<file path="config.mk">
export PLATFORM = sky130hd
export DESIGN_NAME = axis_frame_gate
export DESIGN_NICKNAME = d
export VERILOG_FILES = /design/src/rtl/axis_frame_gate.sv
export SDC_FILE = /design/constraint.sdc
export NUM_CORES = 1
export LEC_CHECK = 0
export ABC_CLOCK_PERIOD_IN_PS = 2530
export BUFFER_PORTS_ARGS = -buffer_cell sky130_fd_sc_hd__buf_4
export CAP_MARGIN = 10
export CORE_MARGIN = 5
export CORE_UTILIZATION = 45
export CTS_CLUSTER_SIZE = 28
export DETAILED_ROUTE_END_ITERATION = 7
export HOLD_SLACK_MARGIN = 0.06
export PLACE_DENSITY = 0.69
export SETUP_SLACK_MARGIN = 0.2
export SYNTH_ARGS = -nofsm -noshare
export SYNTH_HDL_FRONTEND = slang
export SYNTH_SLANG_ARGS = --single-unit
</file>
<file path="constraint.sdc">
create_clock -name aclk -period 2.53 [get_ports aclk]
set_input_delay 0.253 -clock aclk [delete_from_list [all_inputs] [get_ports aclk]]
set_output_delay 0.253 -clock aclk [all_outputs]
set_load 0.1 [all_outputs]
</file>
<file path="src/rtl/axis_frame_gate.sv">
// axis_frame_gate: triggered packetizer for the ADC sample stream.
// Idle: every upstream beat is accepted and dropped so the source never stalls.
// A rising edge on trg_flag forwards exactly cfg_data beats through a
// registered output stage and marks the final beat with m_axis_tlast.
//
// state     | meaning
// ----------+-----------------------------------------------------------
// ST_IDLE   | discard input, wait for a trigger edge with nonzero length
// ST_ACTIVE | forward input beats into the output register, count them
// ST_DRAIN  | last beat is loaded; discard input until it is taken
module axis_frame_gate #(
   parameter int AXIS_TDATA_WIDTH = 16,
   parameter int CNTR_WIDTH       = 32
) (
   input  logic                        aclk,
   input  logic                        areset,
   input  logic [CNTR_WIDTH-1:0]       cfg_data,
   input  logic                        trg_flag,
   input  logic [AXIS_TDATA_WIDTH-1:0] s_axis_tdata,
   input  logic                        s_axis_tvalid,
   output logic                        s_axis_tready,
   output logic [AXIS_TDATA_WIDTH-1:0] m_axis_tdata,
   output logic                        m_axis_tvalid,
   output logic                        m_axis_tlast,
   input  logic                        m_axis_tready,
   output logic                        sts_busy,
   output logic [CNTR_WIDTH-1:0]       sts_packets,
   output logic [15:0]                 sts_missed
);

   typedef enum logic [1:0] {
      ST_IDLE   = 2'd0,
      ST_ACTIVE = 2'd1,
      ST_DRAIN  = 2'd2
   } state_t;

   localparam logic [CNTR_WIDTH-1:0] CNT_ONE  = CNTR_WIDTH'(1);
   localparam logic [CNTR_WIDTH-1:0] CNT_ZERO = '0;

   state_t                        r_state;
   state_t                        w_state_nxt;

   logic                          r_trg_q;
   logic [CNTR_WIDTH-1:0]         r_len;
   logic [CNTR_WIDTH-1:0]         r_cnt;
   logic [CNTR_WIDTH-1:0]         r_packets;
   logic [15:0]                   r_missed;
   logic [AXIS_TDATA_WIDTH-1:0]   r_tdata;
   logic                          r_tvalid;
   logic                          r_tlast;

   logic                          w_trg_edge;
   logic                          w_start;
   logic                          w_missed;
   logic                          w_s_ready;
   logic                          w_in_hs;
   logic                          w_load;
   logic                          w_last_beat;
   logic                          w_out_hs;
   logic                          w_frame_done;

   // r_trg_q resets high so a trigger already asserted at reset release
   // does not look like a fresh edge.
   assign w_trg_edge   = trg_flag & ~r_trg_q;
   assign w_start      = (r_state == ST_IDLE) & w_trg_edge & (cfg_data != CNT_ZERO);
   assign w_missed     = (r_state != ST_IDLE) & w_trg_edge;

   // Only ACTIVE can apply backpressure; IDLE and DRAIN always swallow input.
   assign w_s_ready    = (r_state == ST_ACTIVE) ? (~r_tvalid | m_axis_tready) : 1'b1;
   assign w_in_hs      = s_axis_tvalid & w_s_ready;
   assign w_load       = (r_state == ST_ACTIVE) & w_in_hs;
   assign w_last_beat  = (r_cnt == (r_len - CNT_ONE));

   assign w_out_hs     = r_tvalid & m_axis_tready;
   assign w_frame_done = (r_state == ST_DRAIN) & w_out_hs & r_tlast;

   // State register.
   always_ff @(posedge aclk) begin
      if (areset) begin
         r_state <= ST_IDLE;
      end else begin
         r_state <= w_state_nxt;
      end
   end

   // Next-state decode.
   always_comb begin
      w_state_nxt = r_state;
      case (r_state)
         ST_IDLE: begin
            if (w_start) begin
               w_state_nxt = ST_ACTIVE;
            end
         end
         ST_ACTIVE: begin
            if (w_load && w_last_beat) begin
               w_state_nxt = ST_DRAIN;
            end
         end
         ST_DRAIN: begin
            if (w_frame_done) begin
               w_state_nxt = ST_IDLE;
            end
         end
         default: begin
            w_state_nxt = ST_IDLE;
         end
      endcase
   end

   // Trigger history for edge detection.
   always_ff @(posedge aclk) begin
      if (areset) begin
         r_trg_q <= 1'b1;
      end else begin
         r_trg_q <= trg_flag;
      end
   end

   // Frame length is captured at the trigger and held for the whole frame;
   // the beat counter restarts at each accepted trigger.
   always_ff @(posedge aclk) begin
      if (areset) begin
         r_len <= '0;
         r_cnt <= '0;
      end else if (w_start) begin
         r_len <= cfg_data;
         r_cnt <= '0;
      end else if (w_load) begin
         r_cnt <= r_cnt + CNT_ONE;
      end
   end

   // Output register: load on an input handshake in ACTIVE, otherwise retire
   // the current beat once the sink takes it. Data is held while stalled.
   always_ff @(posedge aclk) begin
      if (areset) begin
         r_tdata  <= '0;
         r_tvalid <= 1'b0;
         r_tlast  <= 1'b0;
      end else if (w_load) begin
         r_tdata  <= s_axis_tdata;
         r_tvalid <= 1'b1;
         r_tlast  <= w_last_beat;
      end else if (m_axis_tready) begin
         r_tvalid <= 1'b0;
         r_tlast  <= 1'b0;
      end
   end

   // Status counters; both wrap naturally.
   always_ff @(posedge aclk) begin
      if (areset) begin
         r_packets <= '0;
         r_missed  <= '0;
      end else begin
         if (w_frame_done) begin
            r_packets <= r_packets + CNT_ONE;
         end
         if (w_missed) begin
            r_missed <= r_missed + 16'd1;
         end
      end
   end

   assign s_axis_tready = w_s_ready;
   assign m_axis_tdata  = r_tdata;
   assign m_axis_tvalid = r_tvalid;
   assign m_axis_tlast  = r_tlast;
   assign sts_busy      = (r_state != ST_IDLE);
   assign sts_packets   = r_packets;
   assign sts_missed    = r_missed;

endmodule

</file>
-- Word-level counts from Yosys, hierarchy flattened
Cells that the tools add are included.
- shift-type cells: 0
- bitwise logic cells: 12
- order comparisons: 0
- equality and inequality tests: 6
- divide/modulo/power cells: 0
- $add $sub $neg: 4
- mux-type cells: 8
- multipliers: 0
- reductions and logical operators: 7
- operator list (kind ; count):
    adder 32 x 1 -> 32 bit, second input constant ; 2
    equality test 32 bit ; 1
    nonzero test 32 bit ; 1
    subtractor 32 x 1 -> 32 bit, second input constant ; 1
    adder 16 x 1 -> 16 bit, second input constant ; 1
    AND 1 bit ; 9
    two-way mux 2 bit ; 3
    one-hot mux 2 bit (3 select lines) ; 1
    two-way mux 1 bit ; 4
    inequality test 2 bit, second input constant ; 2
    nonzero test 2 bit ; 2
    AND reduction 3 bit ; 1
    equality test 2 x 1 -> 1 bit, second input constant ; 1
    equality test 2 bit, second input constant ; 1
    logical NOT 2 bit ; 1
    inequality test 2 x 1 -> 1 bit, second input constant ; 1
    inverter 1 bit ; 2
    OR reduction 2 bit ; 1
    logical AND 1 bit ; 1
    bitwise OR 1 bit ; 1
- word-level logic and storage cells: 46
- memories kept: 0
- flip-flop bits (word level): 133
- input port bits: 53
- bits in read-only memories: 0
- bits in writable memories: 0
- bits in latches: 0

-- Depth between registers and ports, before layout
Gate-level depths: netlist of the first run.
- depth in word-level cells: 8
- gate-level depth with buffers: 9
- depth with buffers taken out: 9

-- Least setup slack after synthesis of the first run
No wires, ideal clock.
- kind: register to register
- start: register r_tvalid (netlist: m_axis_tvalid)
- end: register r_packets[27] (netlist: sts_packets[27])
- required time: 2.460 ns
- buffers on the path: 0
- path slack: -0.440 ns
- cell stages (with the launch flop): 8
- arrival time: 2.899 ns
- clock period less this slack: 2.970 ns
- library setup time: 0.070 ns
- path through: dfxtp_1 > nand3_1 > nor2_1 > nand3_1 > nor4_1 > nand4_1 > or3_1 > a21oi_1
- longest elaborated chain between the ends: 3
- ends and longest elaborated chain (what ; RTL line ; RTL):
    start, declared ; 49 ; logic r_tvalid;
    start signal, assigned ; 139 ; r_tvalid <= 1'b0;
    start signal, assigned ; 143 ; r_tvalid <= 1'b1;
    start signal, assigned ; 146 ; r_tvalid <= 1'b0;
    AND 1 bit ; 74 ; assign w_out_hs = r_tvalid & m_axis_tready;
    AND 1 bit (2 in a row) ; 75 ; assign w_frame_done = (r_state == ST_DRAIN) & w_out_hs & r_tlast;
    end signal, assigned ; 158 ; r_packets <= r_packets + CNT_ONE;
    end, declared ; 46 ; logic [CNTR_WIDTH-1:0] r_packets;
Every way passes these cells.
A chain may end at the register's enable or synchronous reset.

-- Final worst setup path of the first run
- start: register r_len[16]
- end: register r_state[0]
- longest elaborated chain between the ends: 5
- ends and longest elaborated chain (what ; RTL line ; RTL):
    start, declared ; 44 ; logic [CNTR_WIDTH-1:0] r_len;
    start signal, assigned ; 127 ; r_len <= cfg_data;
    subtractor 32 x 1 -> 32 bit ; 72 ; assign w_last_beat = (r_cnt == (r_len - CNT_ONE));
    equality test 32 bit ; 72 ;
    logical AND 1 bit ; 96 ; if (w_load && w_last_beat) begin
    inequality test 2 x 1 -> 1 bit (no source line) ; n/a ;
    AND reduction 3 bit (no source line) ; n/a ;
    end signal, assigned ; 82 ; r_state <= w_state_nxt;
    end, declared ; 40 ; state_t r_state;
Every way passes these cells.

==> flow_summary.toml, run 1 <==
[job]
cap_viol_max_count = 0

[setup_path]
worst_setup_path_start_kind = "register"
end_kind = "register"
cp_num_buf_inv = 0
cp_cell_sequence = "or4_4 -> or4_4 -> a211oi_2 -> o211ai_1 -> a2111o_1 -> o41ai_2 -> o21ai_1"
worstPathArrival_ps = 2880
path_max_fanout = 3
cp_common_cell = "or4_4"
cp.required_ps = 2830
criticalPathCategory = "reg2reg"
worst_path_max_delay_cell = "or4_4"
cpPeakStageDelay_ps = 540
cp_top_family = "compound AO/OA/AOI/OAI gates"

[drt]
drc_errors = 0
dr.pass1.iters = 5
vias = 6157
routedWlPerCell_um = 15.2
avgViaCountPerCell = 5.20
wl_um = 18000
initialDrtViolationCount = 297
antenna_left = 0

[floorplanning]
die_w_um = 131
chipHeight_um = 131
num_rows = 44
fp.coreArea_um2 = 14500
die-area_um2 = 17300
ios = 121
start_util_pct = 45.8

[clock_network]
clock_latency_ps = 420
clockRootBuffer = "clkbuf_16"
htreeDepth = 4
path_clk_slew_ps = 60
cts_tree = "done"
clock_sinks = 133
cts_buffers = 17
clockBufferDepth = 2

[final_layout]
fin_nets = 1046
mostFrequentLayoutCell = "buf_4"
seqCellArea_um2 = 2710
final_cells = 1185
n_fill_cell = 1195
area_delta_synth_final_pct = 39.2
mostFrequentLayoutCells = "buf_4, nor2_1, dfxtp_1"
antenna_cells = 0
multi_input_area_um2 = 3920
drive_above_1_share_pct = 28.4

[run_status]
violations = "negative setup slack"
status = "finished with violations"

[synth]
ys.flop_type = "dfxtp_1"
ys_ff_latch = 133
synth-edff-count = 0
synth.net_count = 838
syn-cell-area_um2 = 6640
ys_types = 59
ys_async_sr_fraction_pct = 0
synthCells = 781
ys.warnings.count = 0
avgSynthCellArea_um2 = 8.50
synth_seq_area_share_pct = 40.1

[timing]
hold_viol_final = 0
min_period_ps = 2590
layout_setup_ws_ps = -56.7
finalCritPeriodShare_pct = 102
maxSlewHeadroom_pct = 63.5
finalMaxSlewViolations = 0
worstMarginPinSlew_ps = 543
finalSetupViolCount = 1
fmax_mhz = 387
whs_ps = 83.2
grt_setup_unrepaired = "true"
fin_skew_ps = 10.2

[power]
p_int_uw = 4000
switchingPower_uw = 1360
clkPwrFrac_pct = 45.2
p_leak_uw = 0.00390
pwr-share-seq_pct = 40.0
p_per_area_nw_per_um2 = 580
p_comb_share_pct = 14.8
vdd_ir_drop_max_uv = 463
switching_share_pct = 25.4

[placement]
place_congestion = 0.900
numPortBuffers = 120
hpwl_um = 13000
placed_cells = 1124

[grt]
antenna_found_initial = 0
grtUsageTotal_pct = 20.6
grt_max_degree = 52
grt_pass1_wl_um = 29600
grt_pass1_vias = 5958
grt-ovfl-total = 0

[min_path]
worstHoldPathType = "in2reg"
[path summary, 6_finish.rpt]
path / depth (start not counted) / to / slack (ps) / from
worst min register to register: 2 / m_axis_tdata[5] / 450 / m_axis_tdata[5]
worst max register to register: 7 / r_state[0] / -60 / r_len[16]
worst max-delay path: 7 / r_state[0] / -60 / r_len[16]
worst min-delay path: 3 / r_len[8] / 80 / cfg_data[8]
[power groups by stage]
stage	Sequential [µW]	Combinational [µW]	Clock, µW
after floorplan	2240	384	0
after global placement	2190	693	0
after detailed placement	2190	698	0
after CTS	2140	753	2490
after global routing	2140	848	2590
final	2140	791	2420
[per-layer routing]
layer,track usage [%],part of all wire (%)
met5,0,0
met3,6.50,6.2
met4,7.26,1.7
met2,32.7,47
met1,26.6,45
[sequential cells by signal, indices dropped and copies added (netlist names)]
name           count
m_axis_tdata      16
m_axis_tlast       1
m_axis_tvalid      1
r_cnt             32
r_len             32
r_state            2
r_trg_q            1
sts_missed        16
sts_packets       32
[timing repair]
| action | 4_1_cts | 5_1_grt |
|---|---|---|
| pin swaps | 8 | 10 |
| buffers inserted | 3 | 2 |
| setup endpoints to repair | 3 | 4 |
| hold buffers | 25 | 0 |
| endpoints found under the hold margin | 25 | 0 |
| resized for setup | 5 | 12 |
[tightest hold or removal path: cells and delay by family]
kind | cells | cell delay, ps
buf+inv | 1 | 90
simple gates | 1 | 70
mux | 1 | 60
[synth_stat cells, types with 2 or more instances]
cell / instances / share of area [%]
a211oi_1: 6 / 0.68
a21oi_1: 31 / 2.3
a311o_1: 2 / 0.30
and2_1: 2 / 0.19
and3_1: 14 / 1.3
and3b_1: 3 / 0.40
and4_1: 9 / 1.2
buf_2: 4 / 0.30
buf_6: 2 / 0.34
clkbuf_1: 25 / 1.4
dfxtp_1: 133 / 40
ha_1: 4 / 0.75
inv_1: 16 / 0.91
mux2i_1: 33 / 5.0
nand2_1: 73 / 4.1
nand2b_1: 4 / 0.38
nand3_1: 28 / 2.1
nand3b_1: 3 / 0.34
nand4_1: 26 / 2.5
nand4b_1: 2 / 0.26
nor2_1: 126 / 7.1
nor2b_1: 8 / 0.75
nor3_1: 14 / 1.1
nor3b_1: 4 / 0.45
nor4_1: 22 / 2.1
nor4_2: 4 / 0.75
o211ai_1: 3 / 0.34
o21a_1: 2 / 0.23
o21ai_0: 15 / 1.1
o21ai_1: 2 / 0.15
o22ai_1: 2 / 0.19
o31ai_1: 2 / 0.23
or2_1: 2 / 0.19
or2_2: 3 / 0.28
or3_1: 16 / 1.5
or4_1: 6 / 0.68
or4_4: 3 / 0.51
xnor2_1: 51 / 6.7
xor2_1: 56 / 7.4
[through the flow]
| step | setup TNS [ps] | power, µW | area (µm²) | worst slack [ps] | utilization (%) |
|---|---|---|---|---|---|
| after floorplan | 0 | 2620 | 6730 | 2.35 | - |
| after CTS | -77.2 | 5380 | 9160 | -77.2 | 63.3 |
| after global routing | -386 | 5580 | 9240 | -182 | 63.8 |
| final | -56.7 | 5360 | 9240 | -56.7 | 63.8 |
| after global placement | -57.1 | 2880 | 8270 | -57.1 | 57.1 |
| after detailed placement | -84.8 | 2890 | 8270 | -84.8 | 57.1 |
[cell families after synthesis]
logic type	after synthesis	synth area share, %
muxes	33	4.98
buffers and inverters	48	3.02
AOI/OAI and AO/OA	77	7.24
xor gates and xnor gates	108	14.5
adders and majority gates	4	0.754
and+or+nand+nor	378	29.4
DFF	133	40.1
[area by class of cell]
cell class	instances	area share, %
sequential	133	29.3
clock buffer	20	4.94
tap	184	2.49
timing repair buffer	221	18.8
inverter	16	0.650
multi-input combinational	600	42.4
clock inverter	11	1.37
Power figures use the tool's default switching activity.
==> inputs of run 2 (changes only) <==
Settings changed: BUFFER_PORTS_ARGS -buffer_cell sky130_fd_sc_hd__buf_4 to -buffer_cell sky130_fd_sc_hd__clkbuf_2.
==> flow_summary.toml, run 2 (synthesis gave the netlist of run 1 again) <==
[run_status]
status = "finished with violations"
violations = "negative setup slack"

[power]
p_per_area_nw_per_um2 = 599
vdd_ir_drop_max_uv = 503
p_leak_uw = 0.00376

[clock_network]
clock_latency_ps = 420
htreeDepth = 4
clockBufferDepth = 2
path_clk_slew_ps = 60
clockRootBuffer = "clkbuf_16"
cts_buffers = 17
clock_sinks = 133
cts_tree = "done"

[drt]
antenna_left = 0
vias = 6162
drc_errors = 0
dr.pass1.iters = 5
wl_um = 17800
avgViaCountPerCell = 5.24
initialDrtViolationCount = 332
routedWlPerCell_um = 15.1

[setup_path]
worstPathArrival_ps = 2920
criticalPathCategory = "reg2reg"
end_kind = "register"
cp_num_buf_inv = 0
worst_path_max_delay_cell = "or4_4"
cp_cell_sequence = "or4_4 -> or4_4 -> a211oi_2 -> o211ai_1 -> a2111o_1 -> o41ai_2 -> o21ai_1"
path_max_fanout = 3
cpPeakStageDelay_ps = 540
cp_common_cell = "or4_4"
cp.required_ps = 2830
cp_top_family = "compound AO/OA/AOI/OAI gates"
worst_setup_path_start_kind = "register"

[grt]
grt_pass1_wl_um = 29500
grt-ovfl-total = 0
antenna_found_initial = 0
grt_max_degree = 68
grtUsageTotal_pct = 20.5
grt_pass1_vias = 5943

[timing]
fin_skew_ps = 8.40
grt_setup_unrepaired = "true"
maxSlewHeadroom_pct = 62.4
setup_tns_ps = -92.1
min_period_ps = 2620
layout_setup_ws_ps = -89.5
finalSetupViolCount = 2
fmax_mhz = 382
finalMaxSlewViolations = 0
whs_ps = 81.2
worstMarginPinSlew_ps = 567
hold_viol_final = 0
finalCritPeriodShare_pct = 104

[job]
cap_viol_max_count = 0

[min_path]
worstHoldPathType = "in2reg"

[floorplanning]
chipHeight_um = 131
fp.coreArea_um2 = 14500
start_util_pct = 45.8
num_rows = 44
die_w_um = 131
die-area_um2 = 17300
ios = 121

[placement]
hpwl_um = 12900
numPortBuffers = 120
place_congestion = 0.874
dp_slack_ps = -86.3

[final_layout]
drive_above_1_share_pct = 28.3
area_delta_synth_final_pct = 33.1
mostFrequentLayoutCell = "nor2_1"
seqCellArea_um2 = 2710
n_fill_cell = 1287
fin_nets = 1037
multi_input_area_um2 = 3900
antenna_cells = 0
mostFrequentLayoutCells = "nor2_1, clkbuf_2, dfxtp_1"
post-route-util_pct = 61.0
run 2: path summary, 6_finish.rpt:
| path | start | to | slack, ps | depth (start not counted) |
|---|---|---|---|---|
| min | cfg_data[28] | r_len[28] | 80 | 3 |
| max reg2reg | r_len[17] | r_state[0] | -90 | 7 |
| min reg2reg | m_axis_tdata[12] | m_axis_tdata[12] | 460 | 2 |
| max | r_len[17] | r_state[0] | -90 | 7 |
run 2: cell type report:
cell class                      count  area share, %
Clock buffer                       20           5.30
Clock inverter                     12           1.35
Inverter                           16          0.680
Multi-Input combinational cell    600           44.1
Sequential cell                   133           30.6
Tap cell                          184           2.61
Timing Repair Buffer              212           15.3
run 2: worst min-delay path, cell delays in order:
cell      delay, ps
clkbuf_2         90
mux2i_1          60
nor2_1           70
run 2: timing repair:
action | in CTS | in global routing
endpoints found under the hold margin | 17 | 0
hold buffers | 17 | 0
buffers inserted | 3 | 0
setup endpoints to repair | 3 | 3
pin swaps | 8 | 2
resized for setup | 6 | 6
run 2: through the flow:
step / cells / instance area (µm²) / power (µW)
after global routing: 1177 / 8830 / 5490
after global placement: 1125 / 7980 / 2840
final: 1177 / 8830 / 5290
after CTS: 1177 / 8790 / 5310
after detailed placement: 1125 / 7980 / 2840
after floorplan: 781 / 6730 / 2620
run 2: power by group:
group	internal (µW)	total, µW	switching [µW]
sequential	2120	2140	22.9
combinational	324	724	399
clock	1450	2430	975
total	3890	5290	1400
run 2: layer usage:
metal	share of wire (%)	wire length, µm	vias up	global-route usage (%)
met1	45	7960	2852	26.7
met3	6.2	1110	29	6.00
met2	47	8360	157	32.2
li1	-	-	3124	-
met4	2.0	349	0	7.43
met5	0	0	-	0
==> inputs of run 3 (changes only) <==
Settings changed: CTS_BUF_LIST set to sky130_fd_sc_hd__clkbuf_4 sky130_fd_sc_hd__clkbuf_8.
==> flow_summary.toml, run 3 (synthesis gave the netlist of run 1 again) <==
[final_layout]
seqCellArea_um2 = 2710
mostFrequentLayoutCell = "nor2_1"
multi_input_area_um2 = 3910
n_fill_cell = 1261
post-route-util_pct = 61.7
area_delta_synth_final_pct = 34.5
fin_nets = 1063
fin_area_um2 = 8930
drive_above_1_share_pct = 27.9
mostFrequentLayoutCells = "nor2_1, clkbuf_2, dfxtp_1"

[setup_path]
worst_setup_path_start_kind = "register"
worst_path_max_delay_cell = "or4_4"
criticalPathCategory = "reg2reg"
worstPathArrival_ps = 2960
end_kind = "register"
cp_common_cell = "or4_4"
path_max_fanout = 3
cpPeakStageDelay_ps = 540
cp_num_buf_inv = 0
cp_cell_sequence = "or4_4 -> or4_4 -> a211oi_2 -> o211ai_1 -> a2111o_1 -> o41ai_2 -> o21ai_1"
cp_top_family = "compound AO/OA/AOI/OAI gates"
cp.required_ps = 2870

[timing]
fin_skew_ps = 9.18
finalMaxSlewViolations = 0
grt_setup_unrepaired = "true"
finalSetupViolCount = 1
worstMarginPinSlew_ps = 570
min_period_ps = 2620
hold_viol_final = 0
layout_setup_ws_ps = -87.6
maxSlewHeadroom_pct = 62.2
finalCritPeriodShare_pct = 103
fmax_mhz = 382

[power]
p_int_uw = 3390
pwr-share-seq_pct = 45.1
switchingPower_uw = 1340
p_per_area_nw_per_um2 = 531
p_leak_uw = 0.00379
p_comb_share_pct = 16.2
clkPwrFrac_pct = 38.6
vdd_ir_drop_max_uv = 361
switching_share_pct = 28.4

[placement]
numPortBuffers = 120
hpwl_um = 12900
place_area_um2 = 7980
place_congestion = 0.874

[grt]
grtUsageTotal_pct = 21.4
grt_pass1_vias = 6154
grt_max_degree = 68
grt_pass1_wl_um = 30800
grt-ovfl-total = 0
antenna_found_initial = 2

[floorplanning]
ios = 121
chipHeight_um = 131
start_util_pct = 45.8
die_w_um = 131
die-area_um2 = 17300
num_rows = 44
fp.coreArea_um2 = 14500

[clock_network]
clockRootBuffer = "clkbuf_8"
cts_tree = "done"
clock_latency_ps = 450
cts_buffers = 17
htreeDepth = 4
path_clk_slew_ps = 80
clock_sinks = 133
clockBufferDepth = 2

[drt]
routedWlPerCell_um = 15.5
antenna_left = 0
avgViaCountPerCell = 5.30
wl_um = 18700
initialDrtViolationCount = 383
vias = 6390
drc_errors = 0
dr.pass1.iters = 5

[run_status]
status = "finished with violations"
violations = "negative setup slack"

[min_path]
worstHoldPathType = "in2reg"

[job]
cap_viol_max_count = 0
run 3: worst reg2reg max path: stages, from the launching register on:
cell and delay [ps]:
dfxtp_1 320, or4_4 550, or4_4 510, a211oi_2 190
o211ai_1 130, a2111o_1 390, o41ai_2 320, o21ai_1 90
run 3: what timing repair did:
item | in CTS | in global routing
buffers inserted | 3 | 0
endpoints found under the setup margin | 3 | 3
hold buffers | 43 | 0
pin swaps | 8 | 2
gates cloned | 0 | 0
endpoints found under the hold margin | 43 | 0
gates resized for setup | 6 | 8
run 3: path summary, 6_finish.rpt:
| kind | start | endpoint | slack [ps] | cells past startpoint |
|---|---|---|---|---|
| min | cfg_data[16] | r_len[16] | 90 | 3 |
| max reg2reg | r_len[17] | r_state[0] | -90 | 7 |
| max | r_len[17] | r_state[0] | -90 | 7 |
| min reg2reg | m_axis_tdata[6] | m_axis_tdata[6] | 460 | 2 |
run 3: final cells by class:
type                            count  share of cell area [%]
Tap cell                          184                    2.58
Multi-Input combinational cell    600                    43.8
Inverter                           16                   0.673
Clock inverter                     13                    1.67
Sequential cell                   133                    30.3
Antenna cell                        2                  0.0561
Timing Repair Buffer              238                    18.1
Clock buffer                       19                    2.86
run 3: power by group through the flow:
stage | Sequential [µW] | Combinational [µW] | Clock (µW)
3_5_place_dp | 2190 | 656 | 0
4_1_cts | 2140 | 733 | 1860
3_3_place_gp | 2190 | 653 | 0
6_report | 2140 | 769 | 1830
5_1_grt | 2140 | 824 | 1970
2_1_floorplan | 2240 | 384 | 0
run 3: per-layer routing:
| layer | wire length (µm) | global-route usage [%] | vias up | share of wire (%) |
|---|---|---|---|---|
| li1 | - | - | 3174 | - |
| met1 | 8430 | 27.9 | 2999 | 45 |
| met2 | 8770 | 33.9 | 174 | 47 |
| met3 | 968 | 5.35 | 43 | 5.2 |
| met4 | 540 | 9.14 | 0 | 2.9 |
| met5 | 0 | 0 | - | 0 |
run 3: per-stage QoR:
| step | hold slack [ps] | power (µW) | setup slack [ps] | TNS [ps] | std cells |
|---|---|---|---|---|---|
| 6_report | 87.0 | 4740 | -87.6 | -87.6 | 1205 |
| 5_1_grt | 83.0 | 4940 | -170 | -358 | 1205 |
| 3_5_place_dp | 446 | 2840 | -86.3 | -86.3 | 1125 |
| 4_1_cts | 64.1 | 4730 | -92.1 | -92.1 | 1203 |
| 3_3_place_gp | 441 | 2840 | -39.2 | -39.2 | 1125 |
| 2_1_floorplan | 360 | 2620 | 2.35 | 0 | 781 |
